File: src/rtl/adc_fifo_wr_framer.sv
// adc_fifo_wr_framer
//   Sits behind the ADC acquisition controller in the adc_clk domain and
//   writes its header/data/checksum word stream into the DDR3 write FIFO.
//   It tracks fill framing (1 header, N data words, 1 checksum) and folds the
//   data words into a 32-bit XOR checksum. The source cannot be stalled, so
//   FIFO overflow and stray words are flagged rather than back-pressured.
//
//   Optional: define ADC_FIFO_WR_CSUM_CHECK_EN to compare the checksum word's
//   low 32 bits against the accumulated fold. Without it, checksum_err is 0.
//
// Ports
//   clk             adc_clk, rising edge
//   rst_n           synchronous active-low reset
//   acq_enabled     arms the framer (low = idle/readout)
//   num_fill_bursts bursts in this fill, sampled with the header
//   in_dat/in_valid incoming word stream
//   fifo_full       DDR3 write FIFO full
//   fifo_din/fifo_wr_en  FIFO write port, one cycle behind the input
//   fill_done       one-cycle pulse per completed fill
//   fill_word_cnt   words of the last fill (header + data + checksum)
//   fill_checksum   folded XOR of the last fill's data words
//   checksum_err    last fill's checksum mismatch
//   overflow        sticky: a word was dropped on fifo_full
//   drop_cnt        dropped words, saturating
//   frame_err       sticky: in_valid seen while idle
//   wr_idle         framer is idle
module adc_fifo_wr_framer #(
  parameter int WORDS_PER_BURST = 1,
  parameter int DROP_CNT_W      = 16
) (
  input  logic                  clk,
  input  logic                  rst_n,
  input  logic                  acq_enabled,
  input  logic [20:0]           num_fill_bursts,
  input  logic [127:0]          in_dat,
  input  logic                  in_valid,
  input  logic                  fifo_full,
  output logic [127:0]          fifo_din,
  output logic                  fifo_wr_en,
  output logic                  fill_done,
  output logic [22:0]           fill_word_cnt,
  output logic [31:0]           fill_checksum,
  output logic                  checksum_err,
  output logic                  overflow,
  output logic [DROP_CNT_W-1:0] drop_cnt,
  output logic                  frame_err,
  output logic                  wr_idle
);

  typedef enum logic [2:0] {S_IDLE, S_HDR, S_DATA, S_CSUM, S_DONE} state_t;

  localparam logic [22:0] WPB = 23'(WORDS_PER_BURST);

  state_t      state;
  logic [22:0] expected;
  logic [22:0] word_cnt;
  logic [31:0] acc;
  logic [22:0] hdr_exp;
  logic [31:0] fold;
  logic        accept;
  logic        take_hdr;

  // Max 2^21-1 bursts * 4 words fits in 23 bits, so no overflow here.
  assign hdr_exp  = {2'b00, num_fill_bursts} * WPB;
  assign fold     = in_dat[127:96] ^ in_dat[95:64] ^ in_dat[63:32] ^ in_dat[31:0];
  assign accept   = in_valid && (state != S_IDLE);
  // DONE doubles as HDR so a header arriving right after a checksum is not lost.
  assign take_hdr = in_valid && (state == S_HDR || state == S_DONE);

  always_ff @(posedge clk) begin
    if (!rst_n) begin
      state         <= S_IDLE;
      expected      <= '0;
      word_cnt      <= '0;
      acc           <= '0;
      fifo_din      <= '0;
      fifo_wr_en    <= 1'b0;
      fill_done     <= 1'b0;
      fill_word_cnt <= '0;
      fill_checksum <= '0;
      overflow      <= 1'b0;
      drop_cnt      <= '0;
      frame_err     <= 1'b0;
      wr_idle       <= 1'b1;
    end else begin
      fifo_wr_en <= 1'b0;
      fill_done  <= 1'b0;

      // Dropped words still count toward framing; they are only flagged.
      if (accept) begin
        fifo_din   <= in_dat;
        fifo_wr_en <= ~fifo_full;
        if (fifo_full) begin
          overflow <= 1'b1;
          if (drop_cnt != {DROP_CNT_W{1'b1}}) drop_cnt <= drop_cnt + 1'b1;
        end
      end

      if (take_hdr) begin
        acc      <= '0;
        word_cnt <= 23'd1;
        expected <= hdr_exp;
        state    <= (hdr_exp == '0) ? S_CSUM : S_DATA;
      end

      case (state)
        S_IDLE: begin
          if (in_valid) frame_err <= 1'b1;
          if (acq_enabled) begin
            state   <= S_HDR;
            wr_idle <= 1'b0;
          end
        end
        S_HDR: begin
          if (!in_valid && !acq_enabled) begin
            state   <= S_IDLE;
            wr_idle <= 1'b1;
          end
        end
        S_DATA: begin
          if (in_valid) begin
            acc      <= acc ^ fold;
            expected <= expected - 23'd1;
            word_cnt <= word_cnt + 23'd1;
            if (expected == 23'd1) state <= S_CSUM;
          end
        end
        S_CSUM: begin
          if (in_valid) begin
            word_cnt <= word_cnt + 23'd1;
            state    <= S_DONE;
          end
        end
        S_DONE: begin
          fill_done     <= 1'b1;
          fill_word_cnt <= word_cnt;
          fill_checksum <= acc;
          if (!in_valid) begin
            if (acq_enabled) begin
              state <= S_HDR;
            end else begin
              state   <= S_IDLE;
              wr_idle <= 1'b1;
            end
          end
        end
        default: begin
          state   <= S_IDLE;
          wr_idle <= 1'b1;
        end
      endcase
    end
  end

`ifdef ADC_FIFO_WR_CSUM_CHECK_EN
  logic csum_mis;

  // Mismatch captured with the checksum word, published in DONE.
  always_ff @(posedge clk) begin
    if (!rst_n) begin
      csum_mis     <= 1'b0;
      checksum_err <= 1'b0;
    end else begin
      if (state == S_CSUM && in_valid) csum_mis <= (in_dat[31:0] != acc);
      if (state == S_DONE) checksum_err <= csum_mis;
    end
  end
`else
  assign checksum_err = 1'b0;
`endif

endmodule

File: config.mk
export PLATFORM = sky130hd
export DESIGN_NAME = adc_fifo_wr_framer
export DESIGN_NICKNAME = d
export VERILOG_FILES = /design/src/rtl/adc_fifo_wr_framer.sv
export SDC_FILE = /design/constraint.sdc
export NUM_CORES = 1
export LEC_CHECK = 0
export CORE_UTILIZATION = 40
export DETAILED_ROUTE_END_ITERATION = 6
export PLACE_DENSITY_LB_ADDON = 0.25
export SYNTH_ARGS = -nofsm -noshare
export SYNTH_HDL_FRONTEND = slang
export SYNTH_SLANG_ARGS = --single-unit
File: constraint.sdc
create_clock -name clk -period 1.8 [get_ports clk]
set_input_delay 0.27 -clock clk [delete_from_list [all_inputs] [get_ports clk]]
set_output_delay 0.27 -clock clk [all_outputs]
set_load 0.01 [all_outputs]
After elaboration in Yosys (flattened, before gate mapping)
Index checks and enable logic that the tools add are counted.

Flip-flop bits (word level): 285. Latch bits: 0. Memory bits (writable): 0. Memory bits (read-only): 0. Memories kept: 0.

Add/subtract/negate cells: 3. Multipliers: 0. Div/mod/pow operators: 0. Magnitude comparators: 0. Equality and inequality tests: 10. Shift-type cells: 0. Mux-type cells: 25. Bitwise gates (word level): 6. Reduce and logical (&&, ||, !) cells: 15.

Operators with widths (count): 2-to-1 mux 23 bit (6); bitwise XOR 32 bit (4); 2-to-1 mux 32 bit (3); adder 23 x 1 -> 23 bit, second input constant (1); == test 23 x 1 -> 1 bit, second input constant (1); logical NOT 23 bit (1); subtractor 23 x 1 -> 23 bit, second input constant (1); 2-to-1 mux 3 bit (7); adder 16 x 1 -> 16 bit, second input constant (1); inequality test 16 bit, second input constant (1); case mux 3 bit (5 select lines) (1); 2-to-1 mux 1 bit (7); == test 3 x 2 -> 1 bit, second input constant (2); inequality test 2 bit, second input constant (3); AND reduction 2 bit (3); AND reduction 5 bit (1); case mux 1 bit (4 select lines) (1); == test 3 x 1 -> 1 bit, second input constant (1); == test 3 bit, second input constant (1); logical AND 1 bit (3); logical NOT 3 bit (1); AND reduction 3 bit (1); nonzero test 3 bit (1); logical NOT 1 bit (2); 4 further kinds (5).

Logic depth before layout (Yosys ltp)
Gate-level depths: netlist of the first run.

Depth after elaboration: 7. Depth in mapped cells: 8. Depth with buffers taken out: 7.

Worst setup path after synthesis of the first run
Ideal clock, no wire load.

Path type: reg2reg. Start: reg expected[0]. End: reg expected[20]. Library setup time: 120 ps. Arrival: 1833 ps. Slack: -153 ps. Stages on the path, launching flop included: 9. Path buffers: 1. Clock period less this slack: 1953 ps. Path through: dfxtp_1 -> inv_1 -> ha_1 -> nand4bb_1 -> clkbuf_1 -> nor2_1 -> nand2_1 -> o311a_1 -> o31a_1.

Word-level cells in the longest chain between the ends: 3.

Ends and longest elaborated chain: start, declared (RTL line 55) `logic [22:0] expected;`; start signal, assigned (RTL line 102) `expected <= hdr_exp;`; start signal, assigned (RTL line 123) `expected <= expected - 23'd1;`; subtractor 23 x 1 -> 23 bit (RTL line 123); 2-to-1 mux 23 bit (RTL line 121) `if (in_valid) begin`; 2-to-1 mux 23 bit (RTL line 106) `case (state)`.

Every way passes these cells. A chain may end at the register's enable or synchronous reset.

Worst setup path in the final report of the first run
Start: reg expected[5]. End: reg state[0].

Word-level cells in the longest chain between the ends: 4.

Ends and longest elaborated chain: == test 23 x 1 -> 1 bit (RTL line 125) `if (expected == 23'd1) state <= S_CSUM;`; 2-to-1 mux 3 bit (RTL line 125); 2-to-1 mux 3 bit (RTL line 121); case mux 3 bit (5 select lines) (RTL line 106); end signal, assigned (RTL line 103) `state <= (hdr_exp == '0) ? S_CSUM : S_DATA;`; end, declared (RTL line 54) `state_t state;`.

Every way passes these cells.

==> results of run 1 <==
==> path summary, 6_finish.rpt <==
path | endpoint | depth (start not counted) | slack (ns)
max | state[0] | 5 | -0.17
min | fifo_din[26] | 3 | 0.36
max reg2reg | state[0] | 5 | -0.17
min reg2reg | fifo_din[18] | 2 | 0.45
==> power breakdown <==
| part | leakage (uW) | internal, uW | switching [uW] |
|---|---|---|---|
| clock network | 0.000543 | 4060 | 2650 |
| registers | 0.00231 | 6670 | 214 |
| logic | 0.00360 | 1820 | 1820 |
| total | 0.00646 | 12500 | 4690 |
==> stage by stage <==
| step | instances | hold slack [ns] |
|---|---|---|
| final | 2318 | 0.364 |
| after floorplan | 1486 | 0.349 |
| after global placement | 2248 | 0.441 |
| after CTS | 2310 | 0.349 |
| after detailed placement | 2248 | 0.446 |
| after global routing | 2318 | 0.369 |
==> what timing repair did <==
item,CTS,global route
gates resized for setup,11,38
pin swaps,3,12
buffers inserted,1,5
endpoints found under the setup margin,19,141
gates cloned,0,1
==> sequential cells by signal, indices dropped and copies added, names as in the netlist <==
name and cells:
acc 32, drop_cnt 16, expected 23, fifo_din 128, fifo_wr_en 1, fill_checksum 32
fill_done 1, fill_word_cnt 23, frame_err 1, overflow 1, state 3, word_cnt 23
wr_idle 1
==> layout make-up <==
type / instances / area (um^2) / share of cell area, %
Multi-Input combinational cell: 1087 / 6040 / 33.2
Sequential cell: 285 / 5710 / 31.4
Timing Repair Buffer: 482 / 4800 / 26.4
Clock buffer: 51 / 1020 / 5.60
Tap cell: 390 / 488 / 2.68
Clock inverter: 10 / 81.3 / 0.447
Inverter: 11 / 48.8 / 0.268
Antenna cell: 2 / 5.00 / 0.0275
==> routing by layer <==
metal | GRT usage (%) | vias up | wire, um
met3 | 7.32 | 85 | 3110
met1 | 31.4 | 5619 | 16800
met2 | 40.1 | 400 | 18300
met5 | 0 | - | 0
li1 | - | 5903 | -
met4 | 8.91 | 0 | 1220
==> cell usage in the layout (no fill, tap or decap), types with 12 or more instances in the layout <==
cell type and instances:
sky130_fd_sc_hd__buf_12 14, sky130_fd_sc_hd__dfxtp_1 278, sky130_fd_sc_hd__or3_1 38, sky130_fd_sc_hd__a21oi_1 249, sky130_fd_sc_hd__o211ai_1 40, sky130_fd_sc_hd__buf_4 102
sky130_fd_sc_hd__nor2_1 47, sky130_fd_sc_hd__nand2_1 398, sky130_fd_sc_hd__xnor2_1 111, sky130_fd_sc_hd__nor3_1 14, sky130_fd_sc_hd__nand4_1 12, sky130_fd_sc_hd__o21ai_0 12
sky130_fd_sc_hd__nand3_1 21, sky130_fd_sc_hd__clkdlybuf4s50_1 346, sky130_fd_sc_hd__clkbuf_16 38
==> cells by family (layout without fill, tap and decap cells) <==
logic type               Yosys count  after routing  synth area share, %
AO/OA/AOI/OAI                    351            351                 16.8
XOR/XNOR                         113            113                 8.23
adder cells (fa/ha/maj)            4              4                0.416
buffers and inverters            114            554                 3.68
flip-flops                       285            285                 47.5
multiplexers                       6              6                0.531
other                              1              3               0.0312
AND/OR/NAND/NOR                  612            612                 22.9
==> critical path, stage by stage, from the launching register on <==
cell and delay, ns:
sky130_fd_sc_hd__dfxtp_1 0.31, sky130_fd_sc_hd__or4_4 0.57, sky130_fd_sc_hd__or2_1 0.29, sky130_fd_sc_hd__or4_1 0.43, sky130_fd_sc_hd__o21a_1 0.23, sky130_fd_sc_hd__o22ai_2 0.08
==> metrics.md, run 1 <==
| Metric | Value |
|---|---|
| Total DRC errors in the routed layout | `0` |
| Violations in the final reports | `setup timing` |
| Critical path required time | `2.23 ns` |
| Clock skew | `0.0107 ns` |
| Placement row count | `63` |
| Final routed wire length divided by cell count | `17.0 um` |
| Largest net degree at the start of global routing | `87` |
| Area of the core | `29600 um^2` |
| Horizontal die dimension | `175 um` |
| Total Power Consumption | `17200 uW` |
| Htree depth | `2` |
| Synthesized instance count | `between 1000 and 1500` |
| Number of DRC markers in iteration 0 | `~650` |
| Net count reported at finish | `2059` |
| Number of library cell types mapped by synthesis | `67` |
| Yosys warning total | `0` |
| Worst slack at placement | `-0.499 ns` |
| Peak supply drop | `roughly 0.73 mV` |
| Power Density | `947 nW/um^2` |
| Number of antenna violations at the first check in global routing | `2` |
| Area delta synth->final | `51.4%` |
| Biggest area consumer among synthesized cells | `sky130_fd_sc_hd__dfxtp_1` |
| Routed via count divided by cell count | `between 5 and 6` |
| Number of flops mapped to enable cells by yosys | `0` |
| Max-capacitance violation count | `0` |
| Arrival time at the worst endpoint | `about 2.4 ns` |
| DP Area | `approximately 17000 um^2` |
| Beginning of the worst hold path | `in_dat[26]` |
| Total Die Area | `30700 um^2` |
| Startpoint type of the worst setup path | `flop` |
| Critical Path Source | `expected[5]` |
| Die extent in y | `175 um` |
| Number of global-route vias before repair | `11400` |
| Post-synthesis instance area | `12000 um^2` |
| Antenna-violating nets left | `0` |
| Global placement routability congestion | `roughly 0.87` |
| Yosys top cell area share | `47.5%` |
| Startpoint of the worst register-to-register path | `expected[5]` |
| Post-Synthesis Mean Instance Area | `8.09 um^2` |
| Net count after synthesis | `1644` |
| Routed vias | `12000` |
| Clock tree from TritonCTS | `yes` |
| Dominant cell by count in the synthesized netlist | `sky130_fd_sc_hd__nand2_1` |
| Share of synthesized registers carrying an async set or reset | `0%` |
| Buffer type at the clock tree root | `sky130_fd_sc_hd__clkbuf_16` |
| Biggest area contributors in the synthesized netlist | `sky130_fd_sc_hd__dfxtp_1 47%, sky130_fd_sc_hd__nand2_1 13%, sky130_fd_sc_hd__a21oi_1 11%` |
| Buffers on Ports | `357` |
| I/O pin count | `359` |
| Setup Viol. Count Final | `11` |
| Static Leakage | `0.00646 uW` |
| Sequential fraction of the synthesis area | `between 40 and 50%` |
| Kind of critical path | `flop to flop` |
| Result of the run | `finished, violations left` |
| Layout cell share with drive strength beyond 1 | `12.1%` |
| Synthesized flop and latch total | `285` |
| Final TNS setup | `-0.712 ns` |
| Number of detailed-route iterations in the first pass | `5` |
| Min Clock Period, post-route | `around 2.0 ns` |
| Global router's overall resource usage | `24.9%` |
| Clock sink count | `285` |
| Count of pins over their slew limit | `0` |
| Unrepaired setup endpoints after global routing | `true` |
| Type of the tightest min-delay check | `input port to flop` |
| Filler cell count | `roughly 2600` |
| Overall overflow remaining after global route | `0` |
| Hold violation count in the final report | `0` |
| Clock transition at path regs | `roughly 0.06 ns` |
| Fin worst setup slack | `-0.168 ns` |
| First-pass GRT wire length | `just over 60000 um` |
| Latest clock arrival within the worst-skew pair | `approximately 0.50 ns` |
| Share of the clock period used by the worst path | `109%` |
| Final core utilization | `about three fifths` |
| Most numerous cell types in the synthesized netlist | `403 x sky130_fd_sc_hd__nand2_1, 285 x sky130_fd_sc_hd__dfxtp_1, 253 x sky130_fd_sc_hd__a21oi_1` |
| Maximum frequency from static timing analysis | `0.508 GHz` |
| Element type at the critical path end | `flop` |
| Post-detailed-placement half-perimeter wirelength | `28800 um` |
| CTS buffer count | `34` |
| Routed WL | `between 30000 and 40000 um` |
| Worst Path Max Fanout | `4` |
| Starting density of the core | `40.6%` |
| Final instance area | `18200 um^2` |
| Post-cts hold buffer count | `0` |
| Clk buf depth | `3` |
| Commonest register cell after synthesis | `sky130_fd_sc_hd__dfxtp_1` |
Note: power is estimated with default switching activity, not from simulation.
==> run 2, diff against run 1 <==
--- a/config.mk
+++ b/config.mk
@@ -7,6 +7,7 @@
 export LEC_CHECK = 0
 export CORE_UTILIZATION = 40
 export DETAILED_ROUTE_END_ITERATION = 6
+export GPL_ROUTABILITY_DRIVEN = 0
 export PLACE_DENSITY_LB_ADDON = 0.25
 export SYNTH_ARGS = -nofsm -noshare
 export SYNTH_HDL_FRONTEND = slang
==> run 2 against run 1 <==
The flow still finishes with violations (setup timing). Clock skew grew 0.0042 ns. First-iteration DRC count grew 19%. Power shrank 1.1%. Routed wire length grew 2.6%. Critical path depth is the same. Critical path type unchanged. Critical endpoint unchanged. Largest cell class unchanged.
==> metrics.md, run 2 (synthesized netlist as in run 1, its figures left out) <==
| Metric | Value |
|---|---|
| Type of the tightest min-delay check | `input port to flop` |
| End point of the most critical hold path | `fifo_din[82]` |
| Total DRC errors in the routed layout | `0` |
| Placed cells | `2255` |
| Fin worst setup slack | `-0.130 ns` |
| Buffers on Ports | `between 300 and 400` |
| Clk network pwr share | `a little under two fifths` |
| Filler cell count | `2603` |
| Worst reg2reg setup slack | `-0.13 ns` |
| Final hold slack | `0.292 ns` |
| Kind of critical path | `flop to flop` |
| Routed via count divided by cell count | `5.22` |
| Startpoint type of the worst setup path | `flop` |
| Startpoint of the worst register-to-register path | `expected[4]` |
| Post-cts hold buffer count | `0` |
| Antenna-violating nets left | `0` |
| Number of global-route vias before repair | `around 12000` |
| Horizontal die dimension | `175 um` |
| Maximum frequency from static timing analysis | `0.518 GHz` |
| Total Power Consumption | `17000 uW` |
| Buffer type at the clock tree root | `sky130_fd_sc_hd__clkbuf_16` |
| Leading cell type in the layout, fill and taps excluded | `sky130_fd_sc_hd__nand2_1` |
| Multi-input combinational cell area | `just over 6000 um^2` |
| Largest registers | `fifo_din x128, acc x32, fill_checksum x32` |
| Largest net degree at the start of global routing | `77` |
| Power Density | `~930 nW/um^2` |
| Post-detailed-placement half-perimeter wirelength | `29100 um` |
| Latest clock arrival within the worst-skew pair | `~0.58 ns` |
| I/O pin count | `359` |
| Switching share of power | `between 20 and 30%` |
| First-pass GRT wire length | `61900 um` |
| Overall overflow remaining after global route | `0` |
| Worst Hold Path Cells | `3` |
| Final routed wire length divided by cell count | `17.4 um` |
| P_int | `12300 uW` |
| Number of DRC markers in iteration 0 | `774` |
| Most frequent cells in the layout | `398 x sky130_fd_sc_hd__nand2_1, 298 x sky130_fd_sc_hd__clkdlybuf4s50_1, 275 x sky130_fd_sc_hd__dfxtp_1` |
| Net count reported at finish | `between 2000 and 2500` |
| Clock sink count | `285` |
| Unrepaired setup endpoints after global routing | `true` |
| Share of the clock period used by the worst path | `107%` |
| Reg area | `5720 um^2` |
| Violations in the final reports | `setup timing` |
| Clock skew | `0.0149 ns` |
| P_sw | `4730 uW` |
| Static Leakage | `about 0.0070 uW` |
| Placement row count | `63` |
| Routed vias | `between 10000 and 15000` |
| Routed WL | `40500 um` |
| Starting density of the core | `40.6%` |
| Htree depth | `1` |
| Clk buf depth | `3` |
| Element type at the critical path end | `flop` |
| Clock tree from TritonCTS | `yes` |
| CTS buffer count | `31` |
| Number of detailed-route iterations in the first pass | `5` |
| Global router's overall resource usage | `between 20% and 30%` |
| Setup Viol. Count Final | `9` |
| Die extent in y | `around 180 um` |
| Sequential power share | `40.4%` |
| Combinational share of power | `a little over a fifth` |
| Beginning of the worst hold path | `in_dat[82]` |
| Worst r2r path cells | `5` |
| Critical path required time | `2.29 ns` |
| Layout cell share with drive strength beyond 1 | `between 10% and 20%` |
| Final core utilization | `61.9%` |
| Critical Path Source | `expected[4]` |
| Arrival time at the worst endpoint | `approximately 2.4 ns` |
| Hold violation count in the final report | `0` |
| FF-to-FF End | `state[0]` |
| Worst Path Max Fanout | `4` |
| Post-Layout Cell Count | `2321` |
| Area delta synth->final | `52.6%` |
| Max-capacitance violation count | `0` |
| Final TNS setup | `-0.573 ns` |
| Total Die Area | `30700 um^2` |
| Count of pins over their slew limit | `0` |
| Peak supply drop | `0.681 mV` |
| Register with the highest flop count | `fifo_din` |
| Area of the core | `29600 um^2` |
| Min Clock Period, post-route | `1.93 ns` |
| Clock transition at path regs | `roughly 0.060 ns` |
| Number of flip-flops under the largest register name | `128` |
| Result of the run | `finished, violations left` |
| Number of antenna violations at the first check in global routing | `1` |
## run 2: changes by cell type in the layout (fill, tap and decap cells not counted), sizes merged
cell and delta:
clkbuf -11, clkinvlp -1, dlymetal6s2s +22, bufinv +2, buf +9, dlygate4sd2 +26
clkinv +5, diode -1, clkdlybuf4s50 -48
## run 2: how the worst max path moves through the flow
| stage | to |
|---|---|
| 2_1_floorplan | expected[20] |
| 5_1_grt | expected[10] |
| 6_report | state[0] |
| 3_3_place_gp | expected[13] |
| 4_1_cts | expected[10] |
| 3_5_place_dp | expected[15] |
## run 2: what timing repair did
action / in CTS / in global routing
cloned: 0 / 2
resized for setup: 42 / 75
endpoints found under the setup margin: 146 / 233
pin swaps: 8 / 14
setup buffers: 3 / 4
## run 2: critical path, cell delays in order (launching register included)
cell                      delay (ns)
sky130_fd_sc_hd__dfxtp_2        0.32
sky130_fd_sc_hd__or4_4          0.55
sky130_fd_sc_hd__or2_4          0.30
sky130_fd_sc_hd__or4_4          0.41
sky130_fd_sc_hd__o21a_1         0.19
sky130_fd_sc_hd__o22ai_2        0.08
## run 2: metrics by stage
stage	cell area (um^2)	worst slack, ns
final	18300	-0.130
after CTS	18000	-0.159
after global placement	16900	-0.454
after global routing	18300	-0.199
after detailed placement	16900	-0.511
after floorplan	12100	-0.0880
## run 2: power groups by stage
stage / combinational [uW] / clock [uW] / sequential, uW
CTS: 3560 / 6610 / 6870
floorplan: 1530 / 0 / 7110
global placement: 3430 / 0 / 6990
global route: 3960 / 6860 / 6920
finish: 3680 / 6490 / 6880
detailed placement: 3480 / 0 / 7000
## run 2: cell type report
| class | instances | area share (%) |
|---|---|---|
| antenna | 1 | 0.0136 |
| clock inverter | 16 | 0.928 |
| inverter | 11 | 0.266 |
| tap | 390 | 2.66 |
| multi-input combinational | 1087 | 33.4 |
| clock buffer | 40 | 4.74 |
| timing repair buffer | 491 | 26.8 |
| sequential | 285 | 31.2 |
## run 2: per-layer routing
metal	vias to the layer above	global-route usage (%)	part of all wire (%)
li1	5900	-	-
met1	5735	31.8	43
met5	-	0	0
met3	69	6.67	7.1
met2	412	41.5	47
met4	0	7.39	3.0
